--- config.mk ---
export PLATFORM = sky130hd
export DESIGN_NAME = target_uart_monitor_flat
export DESIGN_NICKNAME = d
export VERILOG_FILES = /design/src/rtl/target_uart_monitor_if.sv /design/src/rtl/target_uart_monitor.sv /design/src/flat_wrapper.sv
export SDC_FILE = /design/constraint.sdc
export NUM_CORES = 1
export LEC_CHECK = 0
export CORE_MARGIN = 2
export CORE_UTILIZATION = 61
export CTS_CLUSTER_DIAMETER = 120
export CTS_CLUSTER_SIZE = 24
export DETAILED_ROUTE_END_ITERATION = 8
export PLACE_DENSITY = 0.86
export REMOVE_ABC_BUFFERS = 1
export SLEW_MARGIN = 10
export SYNTH_ARGS = -nofsm -noshare
export SYNTH_HDL_FRONTEND = slang
export SYNTH_SLANG_ARGS = --single-unit
--- constraint.sdc ---
create_clock -name clk -period 4.2 [get_ports clk]
set_input_delay 1.05 -clock clk [delete_from_list [all_inputs] [get_ports clk]]
set_output_delay 1.05 -clock clk [all_outputs]
set_load 0.03 [all_outputs]
--- src/rtl/target_uart_monitor_if.sv ---
// Bundle for the glitch-target UART monitor: serial line, attempt controls and scored-frame results.
interface target_uart_monitor_if;
   logic        rx;
   logic        arm;
   logic        clr_cnt;
   logic        byte_valid;
   logic [7:0]  byte_data;
   logic        frame_done;
   logic        frame_match;
   logic        frame_fault;
   logic        frame_err;
   logic [15:0] ok_cnt;
   logic [15:0] fault_cnt;
   logic [15:0] err_cnt;

   modport master (
      output rx, arm, clr_cnt,
      input  byte_valid, byte_data, frame_done, frame_match, frame_fault,
      input  frame_err, ok_cnt, fault_cnt, err_cnt
   );

   modport slave (
      input  rx, arm, clr_cnt,
      output byte_valid, byte_data, frame_done, frame_match, frame_fault,
      output frame_err, ok_cnt, fault_cnt, err_cnt
   );
endinterface

--- src/rtl/target_uart_monitor.sv ---
// 8N1 receiver for the glitched AVR target's TX, frame assembler comparing against the known-good
// ciphertext, and saturating OK/FAULT/ERR attempt counters.
module target_uart_monitor #(
   parameter int unsigned                CLK_HZ       = 25125000,
   parameter int unsigned                BAUD         = 9600,
   parameter int unsigned                FRAME_BYTES  = 16,
   parameter logic [8*FRAME_BYTES-1:0]   EXPECTED     = 128'h69c4e0d86a7b0430d8cdb78070b4c55a,
   parameter int unsigned                TIMEOUT_CLKS = CLK_HZ / 100
) (
   input logic                  clk,
   input logic                  rst_n,
   target_uart_monitor_if.slave bus
);

   localparam int unsigned CLKS_PER_BIT = CLK_HZ / BAUD;
   localparam int unsigned CNT_W  = $clog2(CLKS_PER_BIT);
   localparam int unsigned IDX_W  = (FRAME_BYTES > 1) ? $clog2(FRAME_BYTES) : 1;
   localparam int unsigned IDLE_W = (TIMEOUT_CLKS > 1) ? $clog2(TIMEOUT_CLKS) : 1;

   localparam logic [CNT_W-1:0]  BIT_FULL = CNT_W'(CLKS_PER_BIT - 1);
   localparam logic [CNT_W-1:0]  BIT_HALF = CNT_W'(CLKS_PER_BIT / 2);
   localparam logic [IDX_W-1:0]  IDX_LAST = IDX_W'(FRAME_BYTES - 1);
   localparam logic [IDLE_W-1:0] TMO_LAST = IDLE_W'(TIMEOUT_CLKS - 1);

   localparam logic [2:0] ST_IDLE    = 3'd0;
   localparam logic [2:0] ST_START   = 3'd1;
   localparam logic [2:0] ST_DATA    = 3'd2;
   localparam logic [2:0] ST_STOP    = 3'd3;
   localparam logic [2:0] ST_RECOVER = 3'd4;

   function automatic logic [15:0] sat_inc(input logic [15:0] v);
      return (v == 16'hFFFF) ? v : v + 16'd1;
   endfunction

   function automatic logic [7:0] exp_byte(input logic [IDX_W-1:0] i);
      return EXPECTED[8*(FRAME_BYTES-1-int'(i)) +: 8];
   endfunction

   logic              rx_meta, rx_s;
   logic [2:0]        state;
   logic [CNT_W-1:0]  bit_cnt;
   logic [2:0]        bit_idx;
   logic [7:0]        shreg;
   logic              byte_valid;
   logic [7:0]        byte_data;

   logic [IDX_W-1:0]  idx;
   logic              flag;
   logic [IDLE_W-1:0] idle_cnt;
   logic              frame_done, frame_match, frame_fault, frame_err;
   logic [15:0]       ok_cnt, fault_cnt, err_cnt;

   logic              stop_fail, timeout_hit, flag_final, idle_run;

   // Receiver: synchronizer plus mid-bit sampling FSM
   always_ff @(posedge clk or negedge rst_n) begin
      if (!rst_n) begin
         rx_meta    <= 1'b1;
         rx_s       <= 1'b1;
         state      <= ST_IDLE;
         bit_cnt    <= '0;
         bit_idx    <= '0;
         shreg      <= '0;
         byte_valid <= 1'b0;
         byte_data  <= '0;
      end else begin
         rx_meta    <= bus.rx;
         rx_s       <= rx_meta;
         byte_valid <= 1'b0;
         case (state)
            ST_IDLE: begin
               if (!rx_s) begin
                  state   <= ST_START;
                  bit_cnt <= BIT_HALF;
               end
            end
            ST_START: begin
               if (bit_cnt != '0) begin
                  bit_cnt <= bit_cnt - 1'b1;
               end else if (!rx_s) begin
                  state   <= ST_DATA;
                  bit_cnt <= BIT_FULL;
                  bit_idx <= '0;
               end else begin
                  state <= ST_IDLE;
               end
            end
            ST_DATA: begin
               if (bit_cnt != '0) begin
                  bit_cnt <= bit_cnt - 1'b1;
               end else begin
                  shreg   <= {rx_s, shreg[7:1]};
                  bit_cnt <= BIT_FULL;
                  if (bit_idx == 3'd7) state <= ST_STOP;
                  else                 bit_idx <= bit_idx + 1'b1;
               end
            end
            ST_STOP: begin
               if (bit_cnt != '0) begin
                  bit_cnt <= bit_cnt - 1'b1;
               end else if (rx_s) begin
                  byte_valid <= 1'b1;
                  byte_data  <= shreg;
                  state      <= ST_IDLE;
               end else begin
                  state   <= ST_RECOVER;
                  bit_cnt <= BIT_FULL;
               end
            end
            ST_RECOVER: begin
               // A broken stop bit means the line may still be mid-character; wait for a full idle bit.
               if (!rx_s)                bit_cnt <= BIT_FULL;
               else if (bit_cnt == '0)   state   <= ST_IDLE;
               else                      bit_cnt <= bit_cnt - 1'b1;
            end
            default: state <= ST_IDLE;
         endcase
      end
   end

   assign stop_fail   = (state == ST_STOP) && (bit_cnt == '0) && !rx_s;
   assign idle_run    = (idx != '0) && (state == ST_IDLE);
   assign timeout_hit = idle_run && (idle_cnt == TMO_LAST);
   assign flag_final  = flag | (byte_data != exp_byte(idx));

   // Frame assembler: byte index, sticky mismatch flag and inter-byte timeout
   always_ff @(posedge clk or negedge rst_n) begin
      if (!rst_n) begin
         idx         <= '0;
         flag        <= 1'b0;
         idle_cnt    <= '0;
         frame_done  <= 1'b0;
         frame_match <= 1'b0;
         frame_fault <= 1'b0;
         frame_err   <= 1'b0;
      end else begin
         frame_done  <= 1'b0;
         frame_match <= 1'b0;
         frame_fault <= 1'b0;
         frame_err   <= stop_fail | (timeout_hit & ~bus.arm);
         if (bus.arm || stop_fail || timeout_hit) begin
            idx      <= '0;
            flag     <= 1'b0;
            idle_cnt <= '0;
         end else if (byte_valid) begin
            idle_cnt <= '0;
            if (idx == IDX_LAST) begin
               frame_done  <= 1'b1;
               frame_match <= ~flag_final;
               frame_fault <= flag_final;
               idx         <= '0;
               flag        <= 1'b0;
            end else begin
               idx  <= idx + 1'b1;
               flag <= flag_final;
            end
         end else if (idle_run) begin
            idle_cnt <= idle_cnt + 1'b1;
         end else begin
            idle_cnt <= '0;
         end
      end
   end

   // Attempt counters; a clear request beats a same-cycle increment
   always_ff @(posedge clk or negedge rst_n) begin
      if (!rst_n) begin
         ok_cnt    <= '0;
         fault_cnt <= '0;
         err_cnt   <= '0;
      end else if (bus.clr_cnt) begin
         ok_cnt    <= '0;
         fault_cnt <= '0;
         err_cnt   <= '0;
      end else begin
         if (frame_done && frame_match) ok_cnt    <= sat_inc(ok_cnt);
         if (frame_done && frame_fault) fault_cnt <= sat_inc(fault_cnt);
         if (frame_err)                 err_cnt   <= sat_inc(err_cnt);
      end
   end

   assign bus.byte_valid  = byte_valid;
   assign bus.byte_data   = byte_data;
   assign bus.frame_done  = frame_done;
   assign bus.frame_match = frame_match;
   assign bus.frame_fault = frame_fault;
   assign bus.frame_err   = frame_err;
   assign bus.ok_cnt      = ok_cnt;
   assign bus.fault_cnt   = fault_cnt;
   assign bus.err_cnt     = err_cnt;

endmodule

--- src/flat_wrapper.sv ---
// flat-port wrapper written by rule: the top's interface ports become plain ports
module target_uart_monitor_flat 
#(
   parameter int unsigned                CLK_HZ       = 25125000,
   parameter int unsigned                BAUD         = 9600,
   parameter int unsigned                FRAME_BYTES  = 16,
   parameter logic [8*FRAME_BYTES-1:0]   EXPECTED     = 128'h69c4e0d86a7b0430d8cdb78070b4c55a,
   parameter int unsigned                TIMEOUT_CLKS = CLK_HZ / 100
)
  (clk, rst_n, bus_rx, bus_arm, bus_clr_cnt, bus_byte_valid, bus_byte_data, bus_frame_done, bus_frame_match, bus_frame_fault, bus_frame_err, bus_ok_cnt, bus_fault_cnt, bus_err_cnt);
  target_uart_monitor_if bus_i ();
  input logic clk;
  input logic rst_n;
  input wire logic [$bits(bus_i.rx)-1:0] bus_rx;
  input wire logic [$bits(bus_i.arm)-1:0] bus_arm;
  input wire logic [$bits(bus_i.clr_cnt)-1:0] bus_clr_cnt;
  output wire logic [$bits(bus_i.byte_valid)-1:0] bus_byte_valid;
  output wire logic [$bits(bus_i.byte_data)-1:0] bus_byte_data;
  output wire logic [$bits(bus_i.frame_done)-1:0] bus_frame_done;
  output wire logic [$bits(bus_i.frame_match)-1:0] bus_frame_match;
  output wire logic [$bits(bus_i.frame_fault)-1:0] bus_frame_fault;
  output wire logic [$bits(bus_i.frame_err)-1:0] bus_frame_err;
  output wire logic [$bits(bus_i.ok_cnt)-1:0] bus_ok_cnt;
  output wire logic [$bits(bus_i.fault_cnt)-1:0] bus_fault_cnt;
  output wire logic [$bits(bus_i.err_cnt)-1:0] bus_err_cnt;
  assign bus_i.rx = bus_rx;
  assign bus_i.arm = bus_arm;
  assign bus_i.clr_cnt = bus_clr_cnt;
  assign bus_byte_valid = bus_i.byte_valid;
  assign bus_byte_data = bus_i.byte_data;
  assign bus_frame_done = bus_i.frame_done;
  assign bus_frame_match = bus_i.frame_match;
  assign bus_frame_fault = bus_i.frame_fault;
  assign bus_frame_err = bus_i.frame_err;
  assign bus_ok_cnt = bus_i.ok_cnt;
  assign bus_fault_cnt = bus_i.fault_cnt;
  assign bus_err_cnt = bus_i.err_cnt;
  target_uart_monitor #(.CLK_HZ(CLK_HZ), .BAUD(BAUD), .FRAME_BYTES(FRAME_BYTES), .EXPECTED(EXPECTED), .TIMEOUT_CLKS(TIMEOUT_CLKS)) u_core (.clk(clk), .rst_n(rst_n), .bus(bus_i));
endmodule
## Yosys cells after proc, flatten, opt, wreduce, memory -nomap -nowiden

Index checks and enable logic that the tools add are counted.

| storage, ports and cells | value |
|---|---|
| bits in registers | 112 |
| latch bits | 0 |
| RAM bits | 0 |
| bits in read-only memories | 0 |
| input bits | 5 |
| output and inout port bits | 61 |
| word-level logic and storage cells | 138 |
| memories | 0 |

| operators by class | value |
|---|---|
| add/subtract/negate cells | 8 |
| multipliers | 0 |
| div/mod/pow operators | 0 |
| magnitude comparators | 0 |
| eq/ne operators | 25 |
| shift operators | 1 |
| multiplexer cells | 52 |
| bitwise operators | 6 |
| reductions and logical operators | 28 |

Operators by type and width:

| kind | number |
|---|---|
| $mux W16 | 9 |
| $shiftx A128 B33 Y8 const A | 1 |
| $mux W12 | 6 |
| $mux W18 | 3 |
| $add A16 B1 Y16 const B | 3 |
| $eq A16 B16 Y1 const B | 3 |
| $pmux W12 S4 | 1 |
| $mux W3 | 12 |
| $add A18 B1 Y18 const B | 1 |
| $eq A18 B18 Y1 const B | 1 |
| $ne A2 B2 Y1 const B | 9 |
| $mux W1 | 15 |
| $pmux W3 S5 | 1 |
| $logic_not A12 Y1 | 1 |
| $mux W4 | 3 |
| $reduce_bool A12 Y1 | 1 |
| $sub A12 B1 Y12 const B | 1 |
| $reduce_bool A2 Y1 | 5 |
| $ne A8 B8 Y1 | 1 |
| $reduce_and A2 Y1 | 4 |
| $reduce_bool A4 Y1 | 2 |
| $reduce_and A7 Y1 | 1 |
| $eq A3 B2 Y1 const B | 2 |
| $eq A3 B3 Y1 const B | 2 |
| other kinds (20) | 32 |

## Depth between registers and ports, before layout

Gate-level depths: netlist (run 1).

| logic depth | value |
|---|---|
| depth after elaboration | 8 |
| gate-level depth with buffers | 11 |

## Worst setup path after synthesis (run 1)

No wires, ideal clock.

| timing | value |
|---|---|
| kind | register to register |
| start point | register u_core.bit_cnt[0] |
| end point | register u_core.shreg[0] |
| setup time | 0.125 ns |
| arrival | 2.209 ns |
| path slack | 1.866 ns |
| stages on the path, launching flop included | 8 |
| buffers on the path | 0 |
| period minus slack after synthesis | 2.334 ns |
| path through | dfrtp_1 > inv_1 > ha_1 > or4b_1 > nor3_4 > nand3_1 > nor2_2 > mux2_2 |

| between the ends | value |
|---|---|
| word-level cells in the longest chain between the ends | 3 |

RTL lines:

| element | RTL line | source |
|---|---|---|
| from (decl) | target_uart_monitor.sv:41 | `logic [CNT_W-1:0] bit_cnt;` |
| from (signal assigned) | target_uart_monitor.sv:79 | `bit_cnt <= bit_cnt - 1'b1;` |
| from (signal assigned) | target_uart_monitor.sv:90 | `bit_cnt <= bit_cnt - 1'b1;` |
| from (signal assigned) | target_uart_monitor.sv:100 | `bit_cnt <= bit_cnt - 1'b1;` |
| $reduce_bool A12 Y1 | target_uart_monitor.sv:89 | `if (bit_cnt != '0) begin` |
| $not A1 Y1 (no source line) | n/a |  |
| $reduce_and A2 Y1 (no source line) | n/a |  |
| to (signal assigned) | target_uart_monitor.sv:92 | `shreg <= {rx_s, shreg[7:1]};` |
| to (decl) | target_uart_monitor.sv:43 | `logic [7:0] shreg;` |

Every way passes these cells.
A chain may end at the register's enable or synchronous reset.

## Worst setup path after layout (run 1)

| timing | value |
|---|---|
| start point | register u_core.bit_cnt[0] |
| end point | register u_core.idle_cnt[10] |

| between the ends | value |
|---|---|
| word-level cells in the longest chain between the ends | 6 |

RTL lines:

| element | RTL line | source |
|---|---|---|
| $logic_not A12 Y1 | target_uart_monitor.sv:121 | `assign stop_fail = (state == ST_STOP) && (bit_cnt == '0) && !rx_s;` |
| $logic_and A1 B1 Y1 (2 in series) | target_uart_monitor.sv:121 |  |
| $logic_or A1 B1 Y1 (2 in series) | target_uart_monitor.sv:141 | `if (bus.arm \|\| stop_fail \|\| timeout_hit) begin` |
| $mux W18 | target_uart_monitor.sv:141 |  |
| to (signal assigned) | target_uart_monitor.sv:158 | `idle_cnt <= idle_cnt + 1'b1;` |
| to (decl) | target_uart_monitor.sv:49 | `logic [IDLE_W-1:0] idle_cnt;` |

Every way passes these cells.

==> results by group, run 1 <==
Timing
  – Final critical-path share of the clock period: 68.0%
  – Max Clk Rate: 0.350 GHz
  – RSZ-0062 raised after global routing: no
  – Hold Vio Cnt, Final: 0
  – Rel. slew slack: 40.3%
  – Count of final max-slew check failures: 0
  – Time the worst path needs with I/O delays and setup: 2.85 ns
  – Setup violation total in the final timing report: 0
  – Setup TNS: 0 ns
  – Worst Clk Skew: 0.0186 ns
  – Pin slew with the least headroom to its limit: 0.884 ns

Clock network
  – CTS Root Buffer Type: clkbuf_8
  – Count of cells resized by post-cts repair: 0
  – Number of levels the H-tree was split into: 3
  – CTS hold repair buffers: 0
  – Post-CTS Repair Setup Buffers: 0
  – Clock latency of the later-clocked register in the worst-skew pair: 0.37 ns
  – Maximum buffer depth of the clock tree: 2
  – TritonCTS clock tree: done
  – Clock transition at the registers of the reported paths: 0.10 ns
  – Clock buffers created by TritonCTS: 9
  – Sink count of the clock tree: between 100 and 150

GRT
  – First-pass GRT wire length: 21.0 mm
  – Antenna violations before repair: 0
  – Pin count of the biggest net entering global routing: 113
  – Vias in the first global route: 4409
  – Overall fraction of global-route tracks in use: between 20% and 30%
  – Leftover overflow at the end of global routing: 0

Power and ir drop
  – LEAKAGE: 2.80 nW
  – Max rail drop VDD: 0.153 mV
  – Pwr Total: between 1.5 and 2 mW
  – PwrDens: approximately 250 mW/mm^2

Die
  – Die area: around 0.010 sq mm
  – Placeable core region: 0.00924 sq mm
  – Ports placed on the boundary: 66
  – Vert. Die Dim: 102 microns
  – Starting density of the core: 62.9%
  – Row Count: 35
  – Die width: 102 microns

Worst setup path
  – CP max stage cell: or3_1
  – Largest stage delay on the critical path: 0.55 ns
  – Critical path class: flop to flop
  – Crit-path max FO: 18
  – Type of origin of the critical path: flop
  – Worst path cell trace: inv_1 > ha_1 > or4b_1 > nor3_4 > nand4_1 > or3b_1 > or3_1 > nor2_1
  – Top delay family on crit path: simple AND/OR/NAND/NOR gates
  – Worst Path Arrival: about 3 ns
  – Worst EP required: 4.42 ns
  – Element type at the critical path end: flop
  – Critical path buffer and inverter count: 1

Cells and area
  – Syn-to-layout area delta: 15.9%
  – Most frequent cells in the layout: dfrtp_1, nor2_1, clkdlybuf4s50_1
  – Diodes inserted: 0
  – Number of nets at the end of the flow: 672
  – Most common library cell in the layout ignoring fill and taps: dfrtp_1
  – Final instance area: 0.00674 sq mm
  – Fraction of layout instances using a drive strength above 1: 7.93%

Drt
  – Routed vias/inst: 5.75
  – Residual DRC: 0
  – Initial DRC count: 222
  – Routed vias: 4514
  – Wire per inst: between 15 and 20 microns
  – DRT antenna net count: 0
  – First drt pass iteration count: 5
  – Detailed Route WL: 12.3 mm

Logic synthesis
  – Post-synth EDFFs: 0
  – Number of synthesized register bits: about 110
  – Sequential fraction of the synthesis area: 48.3%
  – Post-synthesis average cell area: 9.87 sq um
  – Flip-flop cell with the highest count after synthesis: dfrtp_1
  – Post-Syn Instances: 589
  – Fraction of synthesis flops using an asynchronous set or reset pin: 100%
  – Number of warnings issued by yosys: 0
  – Post-synthesis instance area: 0.00581 sq mm
  – Number of unique standard cell types used by synthesis: 56

Placement
  – DP Wirelength: 8.59 mm
  – Total cell area at the placement stage: roughly 0.0066 sq mm
  – Final weighted congestion in routability-driven placement: 0.879
  – PortBufs: 65

Run status
  – Status: finished clean

Flow run
  – Reported max-cap violation count: 0

Min path
  – Kind of path behind the tightest hold check: flop to flop
## final cells by class
class	instances	area, sq um
multi-input combinational	450	2880
sequential	112	2810
fill	650	2500
timing repair buffer	68	683
tap	129	161
clock buffer	10	128
clock inverter	6	43.8
inverter	10	37.5
## synth_stat cells, drive strengths merged, types with 8 or more instances
master,count,area [sq um]
nand4,18,113
nor3,17,96.4
dfrtp,110,2750
or3,14,87.6
o21ai,18,90.1
nor2,95,367
clkbuf,12,45.0
nand2,50,188
a21oi,16,80.1
nand3,29,145
xnor2,23,201
ha,16,200
nor2b,9,56.3
nor4,8,50.1
xor2,43,377
mux2,18,203
inv,10,37.5
and3,9,56.3
## where the power goes
part | switching [mW] | internal [mW] | total [mW] | leakage [nW]
combinational | 0.0302 | 0.00671 | 0.0369 | 1.19
sequential | 0.00131 | 1.08 | 1.08 | 1.52
clock | 0.358 | 0.219 | 0.577 | 0.0866
total | 0.390 | 1.30 | 1.69 | 2.80
## per-stage QoR
| step | hold slack [ns] | std cells | setup slack [ns] | util (%) |
|---|---|---|---|---|
| floorplan | 0.345 | 572 | 1.83 | - |
| global placement | 0.347 | 769 | 1.34 | 71.1 |
| detailed placement | 0.347 | 769 | 1.25 | 71.1 |
| CTS | 0.371 | 785 | 1.33 | 72.9 |
| global route | 0.374 | 785 | 1.14 | 72.9 |
| finish | 0.374 | 785 | 1.35 | 72.9 |
## state kept, by name, summed over array words and instances (netlist names)
signal and flops:
u_core.bus.byte_valid 1, u_core.bit_idx 3, u_core.rx_meta 1, u_core.bus.byte_data 8
u_core.bus.err_cnt 16, u_core.bus.frame_match 1, u_core.bus.fault_cnt 16, u_core.bit_cnt 12
u_core.bus.frame_done 1, u_core.bus.ok_cnt 16, u_core.bus.frame_fault 1, u_core.idx 4
u_core.rx_s 1, u_core.shreg 8, u_core.idle_cnt 18, u_core.state 3
u_core.bus.frame_err 1, u_core.flag 1
## metal layers
layer  share of wire, %  track usage [%]  wire [microns]  vias to the layer above
li1                   -                -               -                     2165
met1                 44             34.4            5440                     2222
met2                 50             42.1            6190                      116
met3                4.4             4.97             536                       11
met4                1.0             7.48             125                        0
met5                  0                0               0                        -
## kinds of logic (layout without fill, tap and decap cells)
kind of cell,count (synthesis),in the layout,synth area share (%)
flip-flops,112,112,48.3
XOR/XNOR,66,66,9.94
adder cells (fa/ha/maj),16,16,3.44
AND/OR/NAND/NOR,283,283,24.3
multiplexers,25,25,5.34
AO/OA/AOI/OAI,60,60,6.48
buffers and inverters,27,94,2.22
## path summary, 6_finish.rpt
check / slack (ns) / end / cells past startpoint / startpoint
max in group asynchronous: 3.00 / u_core.bit_cnt[2] / 2 / rst_n
min reg2reg: 0.37 / u_core.rx_s / 0 / u_core.rx_meta
min in group asynchronous: 0.72 / u_core.bus.fault_cnt[13] / 2 / rst_n
max reg2reg: 1.35 / u_core.idle_cnt[10] / 8 / u_core.bit_cnt[0]
max: 1.35 / u_core.idle_cnt[10] / 8 / u_core.bit_cnt[0]
min: 0.37 / u_core.rx_s / 0 / u_core.rx_meta
(Power assumes the default switching activity.)
==> run 2, diff against run 1 <==
CORE_UTILIZATION = 51   (was 61)
PLACE_DENSITY = 0.76   (was 0.86)
clock period = 2.42 ns   (was 4.2 ns; I/O delays follow)
==> results by group, run 2 (synthesis results as in run 1) <==
Cells and area
  – Multi-input gate area: about 0.0029 sq mm
  – Filler cells: 860
  – Diodes inserted: 0
  – Register containing the most flip-flops in the final layout: u_core.idle_cnt
  – Util after Layout: 65.9%
  – Most common library cell in the layout ignoring fill and taps: dfrtp_1
  – Number of nets at the end of the flow: between 700 and 800
  – Syn-to-layout area delta: 24.6%
  – Seq. cell area: 0.00281 sq mm
  – Final instance count without filler cells: 833
  – Max reg flops: 18
  – Fraction of layout instances using a drive strength above 1: 15.2%
  – Most frequent cells in the layout: dfrtp_1, nor2_1, clkdlybuf4s50_1

Power and ir drop
  – Max rail drop VDD: 0.402 mV
  – PwrDens: 468 mW/mm^2
  – LEAKAGE: between 3 and 4 nW

GRT
  – Pin count of the biggest net entering global routing: 49
  – First-pass GRT wire length: 21.9 mm
  – Vias in the first global route: 4680
  – Antenna violations before repair: 0
  – Leftover overflow at the end of global routing: 0
  – Overall fraction of global-route tracks in use: 21.4%

Timing
  – Worst Clk Skew: 0.00770 ns
  – Setup violation total in the final timing report: 0
  – RSZ-0062 raised after global routing: yes
  – Count of final max-slew check failures: 0
  – Max Clk Rate: 0.423 GHz
  – Hold Vio Cnt, Final: 0
  – Setup slack after layout: 0.0575 ns
  – Final critical-path share of the clock period: between 90% and 100%
  – Pin slew with the least headroom to its limit: about 0.65 ns
  – Rel. slew slack: a little under three fifths
  – Time the worst path needs with I/O delays and setup: about 2.4 ns

Placement
  – DP Wirelength: 8.98 mm
  – Final weighted congestion in routability-driven placement: between 0.8 and 0.9
  – Placed cells: about 800
  – Setup slack at placement: -0.0383 ns
  – PortBufs: 65

Worst setup path
  – Type of origin of the critical path: flop
  – Critical path buffer and inverter count: 3
  – Top delay family on crit path: simple AND/OR/NAND/NOR gates
  – Worst Path Arrival: 2.61 ns
  – Crit-path max FO: 5
  – Slack of the worst reg-to-reg path: between 0.05 and 0.06 ns
  – Critical path class: flop to flop
  – CP max stage cell: or4b_4
  – Worst path cell trace: inv_2 > ha_4 > or4b_4 > buf_6 > nor3_4 > nand4_1 > or3b_4 > or3_4 > clkbuf_16 > nor2_1
  – Stages on worst setup path: 10
  – Worst EP required: 2.67 ns
  – Largest stage delay on the critical path: 0.46 ns
  – Element type at the critical path end: flop
  – Count of cells along the worst register-to-register path: 10

Die
  – Placeable core region: 0.0110 sq mm
  – Die area: 0.0123 sq mm
  – Vert. Die Dim: roughly 110 microns
  – Row Count: 38
  – Ports placed on the boundary: 66
  – Die width: 111 microns
  – Starting density of the core: 52.9%

Min path
  – Kind of path behind the tightest hold check: primary input to async pin

Clock network
  – Maximum buffer depth of the clock tree: 2
  – CTS Root Buffer Type: clkbuf_16
  – TritonCTS clock tree: done
  – Number of levels the H-tree was split into: 3
  – Clock latency of the later-clocked register in the worst-skew pair: 0.36 ns
  – Sink count of the clock tree: 112
  – Clock transition at the registers of the reported paths: 0.08 ns
  – Clock buffers created by TritonCTS: 9
  – CTS hold repair buffers: 0

Drt
  – Routed vias/inst: 5.60
  – DRT antenna net count: 0
  – Detailed Route WL: ~13 mm
  – Wire per inst: 15.3 microns
  – First drt pass iteration count: 4
  – Initial DRC count: 354
  – Routed vias: 4668
  – Residual DRC: 0

Run status
  – Status: finished clean

Flow run
  – Reported max-cap violation count: 0
## run 2: cell type report
class	count	share of cell area, %
Multi-Input combinational cell	450	40.5
Sequential cell	112	38.7
Timing Repair Buffer	105	13.8
Clock buffer	9	3.11
Tap cell	140	2.42
Clock inverter	7	0.864
Inverter	10	0.518
## run 2: timing repair
| action | 4_1_cts | 5_1_grt |
|---|---|---|
| buffers inserted | 1 | 6 |
| endpoints found under the setup margin | 19 | 48 |
| gates cloned | 0 | 2 |
| gates resized for setup | 2 | 19 |
| pin swaps | 2 | 5 |
## run 2: final timing paths
kind                                        end              start
setup / recovery             u_core.idle_cnt[2]  u_core.bit_cnt[1]
hold / removal                      u_core.flag              rst_n
setup reg to reg             u_core.idle_cnt[2]  u_core.bit_cnt[1]
hold reg to reg                     u_core.rx_s     u_core.rx_meta
max in group asynchronous  u_core.bus.ok_cnt[6]              rst_n
min in group clk                    u_core.rx_s     u_core.rx_meta
## run 2: per-stage QoR
step | power (mW) | TNS (ns) | hold WS (ns) | instance area [sq um]
2_1_floorplan | 1.92 | 0 | 0.309 | 5720
3_3_place_gp | 1.98 | 0 | 0.345 | 6800
3_5_place_dp | 1.99 | -0.329 | 0.358 | 6800
4_1_cts | 3.44 | 0 | 0.225 | 7100
5_1_grt | 3.51 | -0.987 | 0.256 | 7240
6_report | 3.39 | 0 | 0.216 | 7240
## run 2: worst register-to-register path: cells and delay by family, from the launching register on
kind | cells | cell delay (ns)
adders and majority gates | 1 | 0.11
DFF | 1 | 0.40
buffers and inverters | 3 | 0.37
and+or+nand+nor | 6 | 1.37
## run 2: layer usage
layer | up-vias | wire length [microns] | track usage, %
li1 | 2250 | - | -
met1 | 2288 | 5510 | 26.9
met2 | 110 | 6380 | 36.0
met3 | 20 | 651 | 5.96
met4 | 0 | 206 | 6.33
met5 | - | 0 | 0
## run 2: where the power goes
part | total (mW) | internal [mW] | switching (mW)
logic | 0.0719 | 0.0164 | 0.0555
clock network | 1.45 | 0.720 | 0.725
registers | 1.88 | 1.87 | 0.00265
total | 3.39 | 2.61 | 0.783
